==> config.mk <==
export PLATFORM = sky130hd
export DESIGN_NAME = coin_pulse_gen_flat
export DESIGN_NICKNAME = d
export VERILOG_FILES = /design/src/rtl/coin_pulse_gen_if.sv /design/src/rtl/coin_pulse_gen.sv /design/src/flat_wrapper.sv
export SDC_FILE = /design/constraint.sdc
export NUM_CORES = 1
export LEC_CHECK = 0
export CAP_MARGIN = 20
export CORE_UTILIZATION = 35
export DETAILED_ROUTE_END_ITERATION = 6
export GPL_TIMING_DRIVEN = 0
export PLACE_DENSITY_LB_ADDON = 0.25
export RECOVER_POWER = 50
export SLEW_MARGIN = 20
export SYNTH_ARGS = -nofsm -noshare
export SYNTH_HDL_FRONTEND = slang
export SYNTH_SLANG_ARGS = --single-unit
==> constraint.sdc <==
create_clock -name clk_sys -period 3.52 [get_ports clk_sys]
set_clock_uncertainty 0.15 [all_clocks]
set_input_delay 0.352 -clock clk_sys [delete_from_list [all_inputs] [get_ports clk_sys]]
set_output_delay 0.352 -clock clk_sys [all_outputs]
set_load 0.02 [all_outputs]
==> src/rtl/coin_pulse_gen_if.sv <==
// -----------------------------------------------------------------------------
// coin_pulse_gen_if
//   Signal bundle between the coin conditioner and the logic that feeds it and
//   consumes its pulses.
//   master : drives coin_raw / credit_light_n, observes the conditioner outputs
//   slave  : the conditioner itself
//   Signals:
//     coin_raw       raw coin button, asynchronous to the system clock
//     credit_light_n core credit lamp, 1 = no credit left (coin allowed)
//     coin_sw        coin-switch pulse to the core
//     pending        queued coins not yet issued
//     busy           high while a pulse or its guard gap is in progress
//     dropped        one-cycle strobe when a coin arrives with the queue full
// -----------------------------------------------------------------------------
interface coin_pulse_gen_if #(
   parameter int unsigned QW = 3
);
   logic          coin_raw;
   logic          credit_light_n;
   logic          coin_sw;
   logic [QW-1:0] pending;
   logic          busy;
   logic          dropped;

   modport master (
      output coin_raw,
      output credit_light_n,
      input  coin_sw,
      input  pending,
      input  busy,
      input  dropped
   );

   modport slave (
      input  coin_raw,
      input  credit_light_n,
      output coin_sw,
      output pending,
      output busy,
      output dropped
   );
endinterface

==> src/rtl/coin_pulse_gen.sv <==
// -----------------------------------------------------------------------------
// coin_pulse_gen
//   Conditions the raw player coin button for the core's COIN_SW input:
//   two-flop synchroniser, debounce, rising-edge event, saturating pending-coin
//   queue, and an IDLE/PULSE/GAP sequencer that issues one fixed-width pulse
//   per queued coin, only while the core shows no credit.
//   Ports:
//     clk_sys  system clock, single domain
//     reset    synchronous, active-high
//     bus      coin_pulse_gen_if.slave (coin_raw, credit_light_n in;
//              coin_sw, pending, busy, dropped out)
// -----------------------------------------------------------------------------
module coin_pulse_gen #(
   parameter int unsigned DEBOUNCE_CNT = 57272,
   parameter int unsigned PULSE_CNT    = 600000,
   parameter int unsigned GAP_CNT      = 600000,
   parameter int unsigned QUEUE_MAX    = 7,
   parameter int unsigned QW           = 3
) (
   input  logic             clk_sys,
   input  logic             reset,
   coin_pulse_gen_if.slave  bus
);

   localparam int unsigned DBW = (DEBOUNCE_CNT > 1) ? $clog2(DEBOUNCE_CNT) : 1;
   localparam int unsigned PW  = (PULSE_CNT > 1)    ? $clog2(PULSE_CNT)    : 1;
   localparam int unsigned GW  = (GAP_CNT > 1)      ? $clog2(GAP_CNT)      : 1;
   localparam int unsigned TW  = (PW > GW) ? PW : GW;

   localparam logic [DBW-1:0] DB_LAST = DBW'(DEBOUNCE_CNT - 1);
   localparam logic [TW-1:0]  P_LAST  = TW'(PULSE_CNT - 1);
   // The IDLE cycle that follows GAP is itself low, so GAP lasts one cycle
   // less than GAP_CNT; this makes the low time between back-to-back pulses
   // exactly GAP_CNT. GAP always lasts at least one cycle.
   localparam logic [TW-1:0]  G_LAST  = TW'((GAP_CNT > 1) ? GAP_CNT - 2 : 0);
   localparam logic [QW-1:0]  Q_MAX   = QW'(QUEUE_MAX);

   typedef enum logic [1:0] {
      IDLE,
      PULSE,
      GAP
   } state_t;

   state_t         state_q, state_d;
   logic           s1_q, s2_q;
   logic           deb_q, deb_d;
   logic           deb_dly_q;
   logic [DBW-1:0] dbc_q, dbc_d;
   logic [TW-1:0]  tmr_q, tmr_d;
   logic [QW-1:0]  pend_q, pend_d;
   logic           coin_sw_q, busy_q;
   logic           dropped_q, dropped_d;
   logic           coin_evt;
   logic           leave_idle;

   // Debounce: count consecutive mismatch cycles; any match clears the count.
   always_comb begin
      dbc_d = '0;
      deb_d = deb_q;
      if (s2_q != deb_q) begin
         if (dbc_q == DB_LAST) begin
            deb_d = s2_q;
         end else begin
            dbc_d = dbc_q + DBW'(1);
         end
      end
   end

   // Only a rising edge of the debounced level is a coin.
   assign coin_evt = deb_q & ~deb_dly_q;

   // Sequencer next state and timer.
   always_comb begin
      state_d    = state_q;
      tmr_d      = tmr_q;
      leave_idle = 1'b0;
      case (state_q)
         IDLE: begin
            tmr_d = '0;
            if ((pend_q != '0) && bus.credit_light_n) begin
               state_d    = PULSE;
               leave_idle = 1'b1;
            end
         end
         PULSE: begin
            if (tmr_q == P_LAST) begin
               state_d = GAP;
               tmr_d   = '0;
            end else begin
               tmr_d = tmr_q + TW'(1);
            end
         end
         GAP: begin
            if (tmr_q == G_LAST) begin
               state_d = IDLE;
               tmr_d   = '0;
            end else begin
               tmr_d = tmr_q + TW'(1);
            end
         end
         default: begin
            state_d = IDLE;
            tmr_d   = '0;
         end
      endcase
   end

   // Saturating queue; a simultaneous arrival and issue cancel out.
   always_comb begin
      pend_d    = pend_q;
      dropped_d = 1'b0;
      if (coin_evt && !leave_idle) begin
         if (pend_q == Q_MAX) begin
            dropped_d = 1'b1;
         end else begin
            pend_d = pend_q + QW'(1);
         end
      end else if (leave_idle && !coin_evt) begin
         pend_d = pend_q - QW'(1);
      end
   end

   always_ff @(posedge clk_sys) begin
      if (reset) begin
         s1_q      <= 1'b0;
         s2_q      <= 1'b0;
         deb_q     <= 1'b0;
         deb_dly_q <= 1'b0;
         dbc_q     <= '0;
         state_q   <= IDLE;
         tmr_q     <= '0;
         pend_q    <= '0;
         coin_sw_q <= 1'b0;
         busy_q    <= 1'b0;
         dropped_q <= 1'b0;
      end else begin
         s1_q      <= bus.coin_raw;
         s2_q      <= s1_q;
         deb_q     <= deb_d;
         deb_dly_q <= deb_q;
         dbc_q     <= dbc_d;
         state_q   <= state_d;
         tmr_q     <= tmr_d;
         pend_q    <= pend_d;
         coin_sw_q <= (state_d == PULSE);
         busy_q    <= (state_d != IDLE);
         dropped_q <= dropped_d;
      end
   end

   assign bus.coin_sw = coin_sw_q;
   assign bus.busy    = busy_q;
   assign bus.pending = pend_q;
   assign bus.dropped = dropped_q;

endmodule

==> src/flat_wrapper.sv <==
// flat-port wrapper written by rule: the top's interface ports become plain ports
module coin_pulse_gen_flat 
#(
   parameter int unsigned DEBOUNCE_CNT = 57272,
   parameter int unsigned PULSE_CNT    = 600000,
   parameter int unsigned GAP_CNT      = 600000,
   parameter int unsigned QUEUE_MAX    = 7,
   parameter int unsigned QW           = 3
)
  (clk_sys, reset, bus_coin_raw, bus_credit_light_n, bus_coin_sw, bus_pending, bus_busy, bus_dropped);
  coin_pulse_gen_if #(.QW(QW)) bus_i ();
  input  logic clk_sys;
  input  logic reset;
  input wire logic [$bits(bus_i.coin_raw)-1:0] bus_coin_raw;
  input wire logic [$bits(bus_i.credit_light_n)-1:0] bus_credit_light_n;
  output wire logic [$bits(bus_i.coin_sw)-1:0] bus_coin_sw;
  output wire logic [$bits(bus_i.pending)-1:0] bus_pending;
  output wire logic [$bits(bus_i.busy)-1:0] bus_busy;
  output wire logic [$bits(bus_i.dropped)-1:0] bus_dropped;
  assign bus_i.coin_raw = bus_coin_raw;
  assign bus_i.credit_light_n = bus_credit_light_n;
  assign bus_coin_sw = bus_i.coin_sw;
  assign bus_pending = bus_i.pending;
  assign bus_busy = bus_i.busy;
  assign bus_dropped = bus_i.dropped;
  coin_pulse_gen #(.DEBOUNCE_CNT(DEBOUNCE_CNT), .PULSE_CNT(PULSE_CNT), .GAP_CNT(GAP_CNT), .QUEUE_MAX(QUEUE_MAX), .QW(QW)) u_core (.clk_sys(clk_sys), .reset(reset), .bus(bus_i));
endmodule
==> Word level (Yosys, flattened, before mapping) <==
Index checks and enable logic that the tools add are counted.
{ "totals": {"mem_bits_ro": 0, "mem_count": 0, "output_inout_bits": 6, "mem_bits_rw": 0, "ff_bits": 48, "latch_bits": 0} }
{ "op_classes": {"mul": 0, "n_lt_le_gt_ge": 0, "div": 0, "bitwise_logic": 4, "addsub": 4, "reduce_logical": 13, "n_eq_ne": 9, "n_shift": 0, "n_mux": 13} }
{ "ops": {"columns": ["operator", "n"], "rows": [
  ["$eq A20 B20 Y1 const B", 2],
  ["$mux W20", 2],
  ["$pmux W20 S2", 1],
  ["$add A20 B1 Y20 const B", 1],
  ["$add A16 B1 Y16 const B", 1],
  ["$eq A16 B16 Y1 const B", 1],
  ["$mux W3", 3],
  ["$mux W2", 3],
  ["$pmux W2 S3", 1],
  ["$eq A2 B1 Y1 const B", 2],
  ["$reduce_and A2 Y1", 2],
  ["$reduce_bool A2 Y1", 2],
  ["$add A3 B1 Y3 const B", 1],
  ["$eq A3 B3 Y1 const B", 1],
  ["$logic_and A1 B1 Y1", 3],
  ["$mux W1", 3],
  ["$not A1 Y1", 3],
  ["$reduce_bool A3 Y1", 1],
  ["$reduce_or A3 Y1", 1],
  ["$sub A3 B1 Y3 const B", 1],
  ["$eq A2 B2 Y1 const B", 1],
  ["$logic_not A1 Y1", 2],
  ["$logic_not A2 Y1", 1],
  ["$ne A2 B2 Y1 const B", 1],
  ["3 further kinds", 3]
]} }

==> Depth between registers and ports, before layout <==
Gate-level depths: netlist of run 1.
{ "depth": {"ltp_word": 8, "ltp_mapped": 9, "mapped_depth_nobuf": 9} }

==> Least setup slack after synthesis of run 1 <==
No wires, ideal clock.
{ "synth_timing": {"kind": "register to register", "start": "reg u_core.pend_q[1], in the netlist u_core.bus.pending[1]", "end": "reg u_core.pend_q[2], in the netlist u_core.bus.pending[2]", "period_less_slack_ns": 2.071, "arrival_time_ns": 1.836, "n_path_buf": 0, "setup_slack_ns": 1.449, "stages_incl_launch_ff": 7, "cell_sequence": "dfxtp_1 o311a_1 nor2_2 inv_1 fa_1 a31o_2 a211oi_1"} }
{ "synth_between": {"elab_chain_len": 8, "elab_cells_between_ends": 16, "classes_between": "add/sub: 2; eq/ne: 2; mux: 5; reduce/logical: 7"} }
{ "synth_lines": {"columns": ["element", "line", "rtl"], "rows": [
  ["from (decl)", "coin_pulse_gen.sv:50", "logic [QW-1:0] pend_q, pend_d;"],
  ["from (signal assigned)", "coin_pulse_gen.sv:144", "pend_q <= pend_d;"],
  ["$reduce_bool A3 Y1", "coin_pulse_gen.sv:80", "if ((pend_q != '0) && bus.credit_light_n) begin"],
  ["$logic_and A1 B1 Y1", "coin_pulse_gen.sv:80", null],
  ["$mux W1", "coin_pulse_gen.sv:80", null],
  ["$mux W1", "coin_pulse_gen.sv:77", "case (state_q)"],
  ["$logic_not A1 Y1", "coin_pulse_gen.sv:112", "if (coin_evt && !leave_idle) begin"],
  ["$logic_and A1 B1 Y1", "coin_pulse_gen.sv:112", null],
  ["$ne A2 B2 Y1 (no source line) / $reduce_bool A2 Y1 (equally long branches)", null, null],
  ["$reduce_and A2 Y1 (no source line)", null, null]
]} }
Parallel ways exist; a longest one is shown, timed or not. The select of a mux whose other input is x is not followed.
A chain may end at the register's enable or synchronous reset.

==> Final worst setup path of run 1 <==
{ "layout_timing": {"start": "reg u_core.state_q[1]", "end": "reg u_core.pend_q[2], in the netlist u_core.bus.pending[2]"} }
{ "layout_between": {"elab_chain_len": 6, "elab_cells_between_ends": 9, "classes_between": "eq/ne: 1; mux: 2; reduce/logical: 6"} }
{ "layout_lines": {"columns": ["element", "line", "rtl"], "rows": [
  ["from (decl)", "coin_pulse_gen.sv:44", "state_t state_q, state_d;"],
  ["from (signal assigned)", "coin_pulse_gen.sv:142", "state_q <= state_d;"],
  ["$logic_not A2 Y1 (*)", "coin_pulse_gen.sv:77", null],
  ["$mux W1 (*)", "coin_pulse_gen.sv:77", null],
  ["$logic_not A1 Y1", "coin_pulse_gen.sv:112", null],
  ["$logic_and A1 B1 Y1", "coin_pulse_gen.sv:112", null],
  ["$ne A2 B2 Y1 (no source line) / $reduce_bool A2 Y1 (equally long branches)", null, null],
  ["$reduce_and A2 Y1 (no source line)", null, null]
]} }
Mark *: on every way between the ends. The rest lies on a longest branch, timed or not.

==> summary.md, run 1 <==
| Metric | Value |
|---|---|
| Outcome | `finished, final reports clean` |
| CP Capture Type | `flop` |
| Post-DRT Antenna Nets | `0` |
| First DRT Iteration DRCs | `56` |
| Longest Clk Path Bufs | `2` |
| Placed inst area | `2410 um^2` |
| Placed Cells | `329` |
| Layout Cells excl Fill | `337` |
| Avg WL per Cell | `10.8 um` |
| Max-Cap Viols | `0` |
| WS Path Type | `reg -> reg` |
| Startpoint Class | `flop` |
| # IOs | `10` |
| CTS hold repair buffers | `0` |
| # H-tree levels | `2` |
| Ant diodes | `0` |
| Starting density of the core | `36.9%` |
| Cell count after synthesis | `245` |
| Hold Slack | `approximately 0.28 ns` |
| RSZ-0062 raised after global routing | `false` |
| Pre-antenna DRT Iters | `4` |
| Critical Path RT | `around 3.6 ns` |
| CTS buffer count | `5` |
| DR vias/cell | `4.77` |
| Synth cell types | `42` |
| Lkg Pwr | `0.799 nW` |
| Post-CTS setup repair buffer count | `0` |
| Core area | `6030 um^2` |
| Top-area cell type share of the netlist area | `roughly 43%` |
| GPL Wtd Cong | `about 0.73` |
| Finish-stage setup viols | `0` |
| Syn nets | `257` |
| First-pass GRT wire length | `6.13 mm` |
| Slew @ Worst Pin | `0.584 ns` |
| Biggest cell delay along the critical path | `0.43 ns` |
| Post-synth EDFFs | `0` |
| Yosys top cell by area | `dfxtp_1` |
| Post-route minimum period | `roughly 2.3 ns` |
| Worst EP arrival | `2.37 ns` |
| Largest fanout on the critical path | `5` |
| Clk sinks | `48` |
| DR vias | `roughly 1600` |
| Crit path cell chain | `inv_1 > ha_1 > o311a_1 > nor2_1 > inv_1 > fa_1 > nor2_1 > a211oi_1 > a211oi_1` |
| Top delay family on crit path | `adder cells` |
| Critical-path top delay cell | `dfxtp_1` |
| Die H | `81.7 um` |
| Tcrit/Tclk final | `65.1%` |
| Synthesis Warnings | `0` |
| Drt drc | `0` |
| Gr usage total | `around 12%` |
| Top cells by area, synth | `dfxtp_1 (43%), nor2_1 (8.1%), xnor2_1 (7.5%)` |
| Share of synthesized registers carrying an async set or reset | `0%` |
| Syn_area_per_cell | `9.07 um^2` |
| Peak supply drop | `0.425 mV` |
| CTS tree | `yes` |
| Fmax | `~0.44 GHz` |
| Root Driver | `clkbuf_8` |
| Die area | `6670 um^2` |
| Seq/Total Area, Yosys | `43.2%` |
| Mapped Area | `~2200 um^2` |
| Normalized max-slew margin | `60.8%` |
| Pwr per Cell Area | `489 nW/um^2` |
| Hold Crit Class | `reg -> reg` |
| Synth-to-layout area growth | `11.3%` |
| Pins over their slew limit | `0` |
| # port buffers | `9` |
| WP buf/inv | `2` |
| Largest net degree at the start of global routing | `15` |
| Dpl hpwl | `2.64 mm` |
| Row count | `28` |
| Antenna violations before repair | `0` |
| Drt total wl | `3.65 mm` |
| Fin area | `2470 um^2` |
| Clk_lat worst skew | `0.30 ns` |
| Setup TNS Final | `0 ns` |
| Vias in the first global route | `1410` |
| Nets | `273` |
| Seq cells post-synth | `48` |
| Overflow after GRT | `0` |
| Layout cells sized above 1 | `approximately 5.7%` |
| CTS resizes | `0` |
| Top FF cell, synth | `dfxtp_1` |
| Die width | `81.7 um` |
| Final Hold Fails | `0` |
| CTS clk-pin slew, worst paths | `0.09 ns` |
[final timing paths]
check                                                   from                            endpoint  slack [ns]  cells after the start
worst max-delay path            u_core.state_q[1]$_SDFF_PP0_  u_core.bus.pending[2]$_SDFFE_PP0P_        1.23                      9
worst min-delay path                  u_core.s1_q$_SDFF_PP0_              u_core.s2_q$_SDFF_PP0_        0.28                      1
worst max register to register  u_core.state_q[1]$_SDFF_PP0_  u_core.bus.pending[2]$_SDFFE_PP0P_        1.23                      9
worst min register to register        u_core.s1_q$_SDFF_PP0_              u_core.s2_q$_SDFF_PP0_        0.28                      1
[Yosys cell counts (2+ instances only)]
library cell  instances
nor2b_1               4
buf_6                 3
nand4_1               6
xor2_1               15
o21ai_0               3
nor3_1                8
nor3b_1               2
xnor2_1              19
nand3_1              18
mux2i_1               2
a21oi_1               2
ha_1                  7
a211oi_1              3
inv_1                 9
and3_1                8
and4_1                4
nor2_1               48
dfxtp_1              48
nand2_1              11
buf_2                 3
[kinds of logic after synthesis]
family | Yosys count | synth area share (%)
adders and majority gates | 8 | 4.84
DFF | 48 | 43.2
xor gates and xnor gates | 34 | 13.4
AOI/OAI and AO/OA | 19 | 6.36
and+or+nand+nor | 119 | 27.5
buffers and inverters | 15 | 3.72
muxes | 2 | 0.901
[stage by stage]
step / util [%] / power (mW) / setup slack, ns
2_1_floorplan: - / 0.805 / 1.45
3_3_place_gp: 39.9 / 0.890 / 1.26
3_5_place_dp: 39.9 / 0.890 / 1.28
4_1_cts: 41.5 / 1.24 / 1.29
5_1_grt: 41.0 / 1.29 / 1.01
6_report: 41.0 / 1.21 / 1.23
[sequential cells by signal, summed over array words and instances (netlist names), 2 cells and up]
| register | count |
|---|---|
| u_core.tmr_q | 20 |
| u_core.dbc_q | 16 |
| u_core.bus.pending | 3 |
| u_core.state_q | 2 |
[layout by cell type, fill, tap and decap left out, types with 7 or more instances in the layout]
cell,netlist,layout
nor2_1,48,49
dfxtp_1,48,48
xnor2_1,19,19
nand3_1,18,18
xor2_1,15,15
nand2_1,11,11
inv_1,9,9
nor3_1,8,8
and3_1,8,8
ha_1,7,7
[report_power, final]
group	switching, mW	internal, mW	total, mW	leakage, nW
registers	0.0395	0.576	0.616	0.388
clock network	0.184	0.160	0.344	0.0445
logic	0.123	0.127	0.251	0.367
[layer usage]
metal	up-vias	share of wire (%)	track usage, %
li1	859	-	-
met1	733	52	16.1
met4	0	1.3	4.21
met5	-	0	0
met2	7	44	18.2
met3	7	2.6	4.89
[final cells by class]
class,instances,area [um^2]
fillers,610,3550
multi-input cells,182,1180
flip-flops and latches,48,961
well taps,75,93.8
repair buffers,9,90.1
clock buffers,7,86.3
inverters,9,33.8
plain buffers,6,23.8
clock inverters,1,7.51
No activity file was read; power rests on OpenSTA's default activity.
==> inputs of run 2 (changes only) <==
==> constraint.sdc (replaced) <==
create_clock -name clk_sys -period 2.2 [get_ports clk_sys]
set_clock_uncertainty 0.15 [all_clocks]
set_input_delay 0.22 -clock clk_sys [delete_from_list [all_inputs] [get_ports clk_sys]]
set_output_delay 0.22 -clock clk_sys [all_outputs]
set_load 0.02 [all_outputs]
==> run 2 against run 1 <==
Net effect:
- first-iteration DRC count is 7.1% higher
- setup slack worse by 1.1 ns
- flip-flop and latch count stayed put
- power is 61% higher
- wire length is 0.52% higher
- via count is 1.1% higher
- non-clock buffer count is 1 higher
- largest power group unchanged
- critical path depth is 1 lower
- clock-buffer cell count stayed put
- worst hold slack better by 0.0047 ns
- final area is 1.1% higher
- combinational power is 64% higher
- largest cell class unchanged
==> summary.md, run 2 (synthesis results as in run 1) <==
| Metric | Value |
|---|---|
| Starting density of the core | `36.9%` |
| Root Driver | `clkbuf_8` |
| Metal-1 WL | `1.92 mm` |
| Gr usage total | `between 10% and 20%` |
| Max-Cap Viols | `0` |
| Slew @ Worst Pin | `0.584 ns` |
| CTS buffer count | `5` |
| Post-route minimum period | `about 2.1 ns` |
| Reg with most FFs | `u_core.tmr_q` |
| RSZ-0062 raised after global routing | `false` |
| # IOs | `10` |
| DR WL met2 | `1.61 mm` |
| Nets | `between 200 and 300` |
| # port buffers | `9` |
| Setup TNS Final | `0 ns` |
| Tcrit/Tclk final | `94.2%` |
| Ant diodes | `0` |
| Antenna violations before repair | `0` |
| Vias in the first global route | `about 1400` |
| Clk sinks | `48` |
| Clk_lat worst skew | `around 0.30 ns` |
| Normalized max-slew margin | `60.8%` |
| Overflow after GRT | `0` |
| Hold Crit Class | `reg -> reg` |
| Worst EP arrival | `2.15 ns` |
| Biggest cell delay along the critical path | `0.38 ns` |
| Critical Path RT | `2.27 ns` |
| Critical-path top delay cell | `dfxtp_4` |
| Peak supply drop | `0.694 mV` |
| Lkg Pwr | `0.805 nW` |
| Commonest non-fill, non-tap cells in the layout | `nor2_1 (47), dfxtp_1 (47), xnor2_1 (19)` |
| Outcome | `finished, final reports clean` |
| Placed Cells | `329` |
| Startpoint Class | `flop` |
| Avg WL per Cell | `10.9 um` |
| Pre-antenna DRT Iters | `4` |
| Final Hold Fails | `0` |
| Max FFs per register | `20` |
| Largest net degree at the start of global routing | `15` |
| CP Capture Type | `flop` |
| Core area | `6030 um^2` |
| Dpl hpwl | `2.64 mm` |
| WS Path Type | `reg -> reg` |
| First-pass GRT wire length | `6.13 mm` |
| WP buf/inv | `2` |
| Drt total wl | `~3.7 mm` |
| Post-DRT Antenna Nets | `0` |
| DR vias | `1623` |
| Largest fanout on the critical path | `5` |
| Fmax | `a little under 0.5 GHz` |
| Longest Clk Path Bufs | `2` |
| First DRT Iteration DRCs | `60` |
| Row count | `28` |
| Finish-stage setup viols | `0` |
| Die width | `81.7 um` |
| Top delay family on crit path | `adder cells` |
| Layout cells sized above 1 | `8.75%` |
| Drt drc | `0` |
| DR vias/cell | `4.80` |
| Layout Cells excl Fill | `338` |
| Pwr per Cell Area | `779 nW/um^2` |
| Met3 WL | `~96 um` |
| CTS tree | `yes` |
| Power, Total | `1.95 mW` |
| Die area | `roughly 6700 um^2` |
| Synth-to-layout area growth | `12.4%` |
| GPL Wtd Cong | `0.732` |
| Pins over their slew limit | `0` |
| Crit path cell chain | `inv_1 > ha_1 > o311a_1 > nor2_2 > inv_1 > fa_2 > a31o_2 > a211oi_1` |
| CTS clk-pin slew, worst paths | `0.09 ns` |
| Die H | `81.7 um` |
| # H-tree levels | `2` |
| Highest Signal Layer | `met4` |
| Fillcell total | `607` |
| CP dominant cell by count | `inv_1` |
-- run 2: layer usage --
metal,vias up,track usage [%]
met1,744,16.1
met2,7,18.2
met3,7,4.89
li1,865,-
met4,0,4.21
met5,-,0
-- run 2: final cells by class --
type / instances / area [um^2] / share of cell area [%]
Clock buffer: 7 / 86.3 / 3.46
Multi-Input combinational cell: 182 / 1180 / 47.2
Timing Repair Buffer: 10 / 97.6 / 3.91
Sequential cell: 48 / 965 / 38.6
Clock inverter: 1 / 7.51 / 0.300
Tap cell: 75 / 93.8 / 3.76
Inverter: 9 / 33.8 / 1.35
Buffer: 6 / 35.0 / 1.40
-- run 2: stage by stage --
stage	hold WS [ns]	worst slack, ns	util, %	cell area (um^2)
global placement	0.269	-0.0154	39.9	2410
floorplan	0.198	0.129	-	2220
detailed placement	0.273	-0.00681	39.9	2410
finish	0.285	0.128	41.5	2500
CTS	0.282	0.0413	41.5	2500
global route	0.293	0.0101	41.5	2500
-- run 2: timing repair --
item | CTS | global route
buffers inserted | 0 | 1
pin swaps | 0 | 1
hold endpoints to repair | 0 | 0
gates resized for setup | 1 | 3
endpoints found under the setup margin | 1 | 1
hold buffers | 0 | 0
gates cloned | 0 | 0
-- run 2: path summary, 6_finish.rpt --
path	cells after the start	slack, ns	to	from
hold reg to reg	1	0.28	u_core.s2_q$_SDFF_PP0_	u_core.s1_q$_SDFF_PP0_
setup / recovery	8	0.13	u_core.bus.pending[2]$_SDFFE_PP0P_	u_core.state_q[1]$_SDFF_PP0_
hold / removal	1	0.28	u_core.s2_q$_SDFF_PP0_	u_core.s1_q$_SDFF_PP0_
setup reg to reg	8	0.13	u_core.bus.pending[2]$_SDFFE_PP0P_	u_core.state_q[1]$_SDFF_PP0_
-- run 2: worst reg2reg max path, stage by stage (launching register included) --
cell and delay, ns:
dfxtp_4 0.38, inv_1 0.08, ha_1 0.23, o311a_1 0.16, nor2_2 0.13, inv_1 0.09, fa_2 0.36, a31o_2 0.21
a211oi_1 0.20
-- run 2: power by group --
part | total, mW | internal [mW] | switching (mW)
sequential | 0.987 | 0.921 | 0.0666
clock | 0.546 | 0.256 | 0.291
combinational | 0.412 | 0.211 | 0.201
total | 1.95 | 1.39 | 0.558
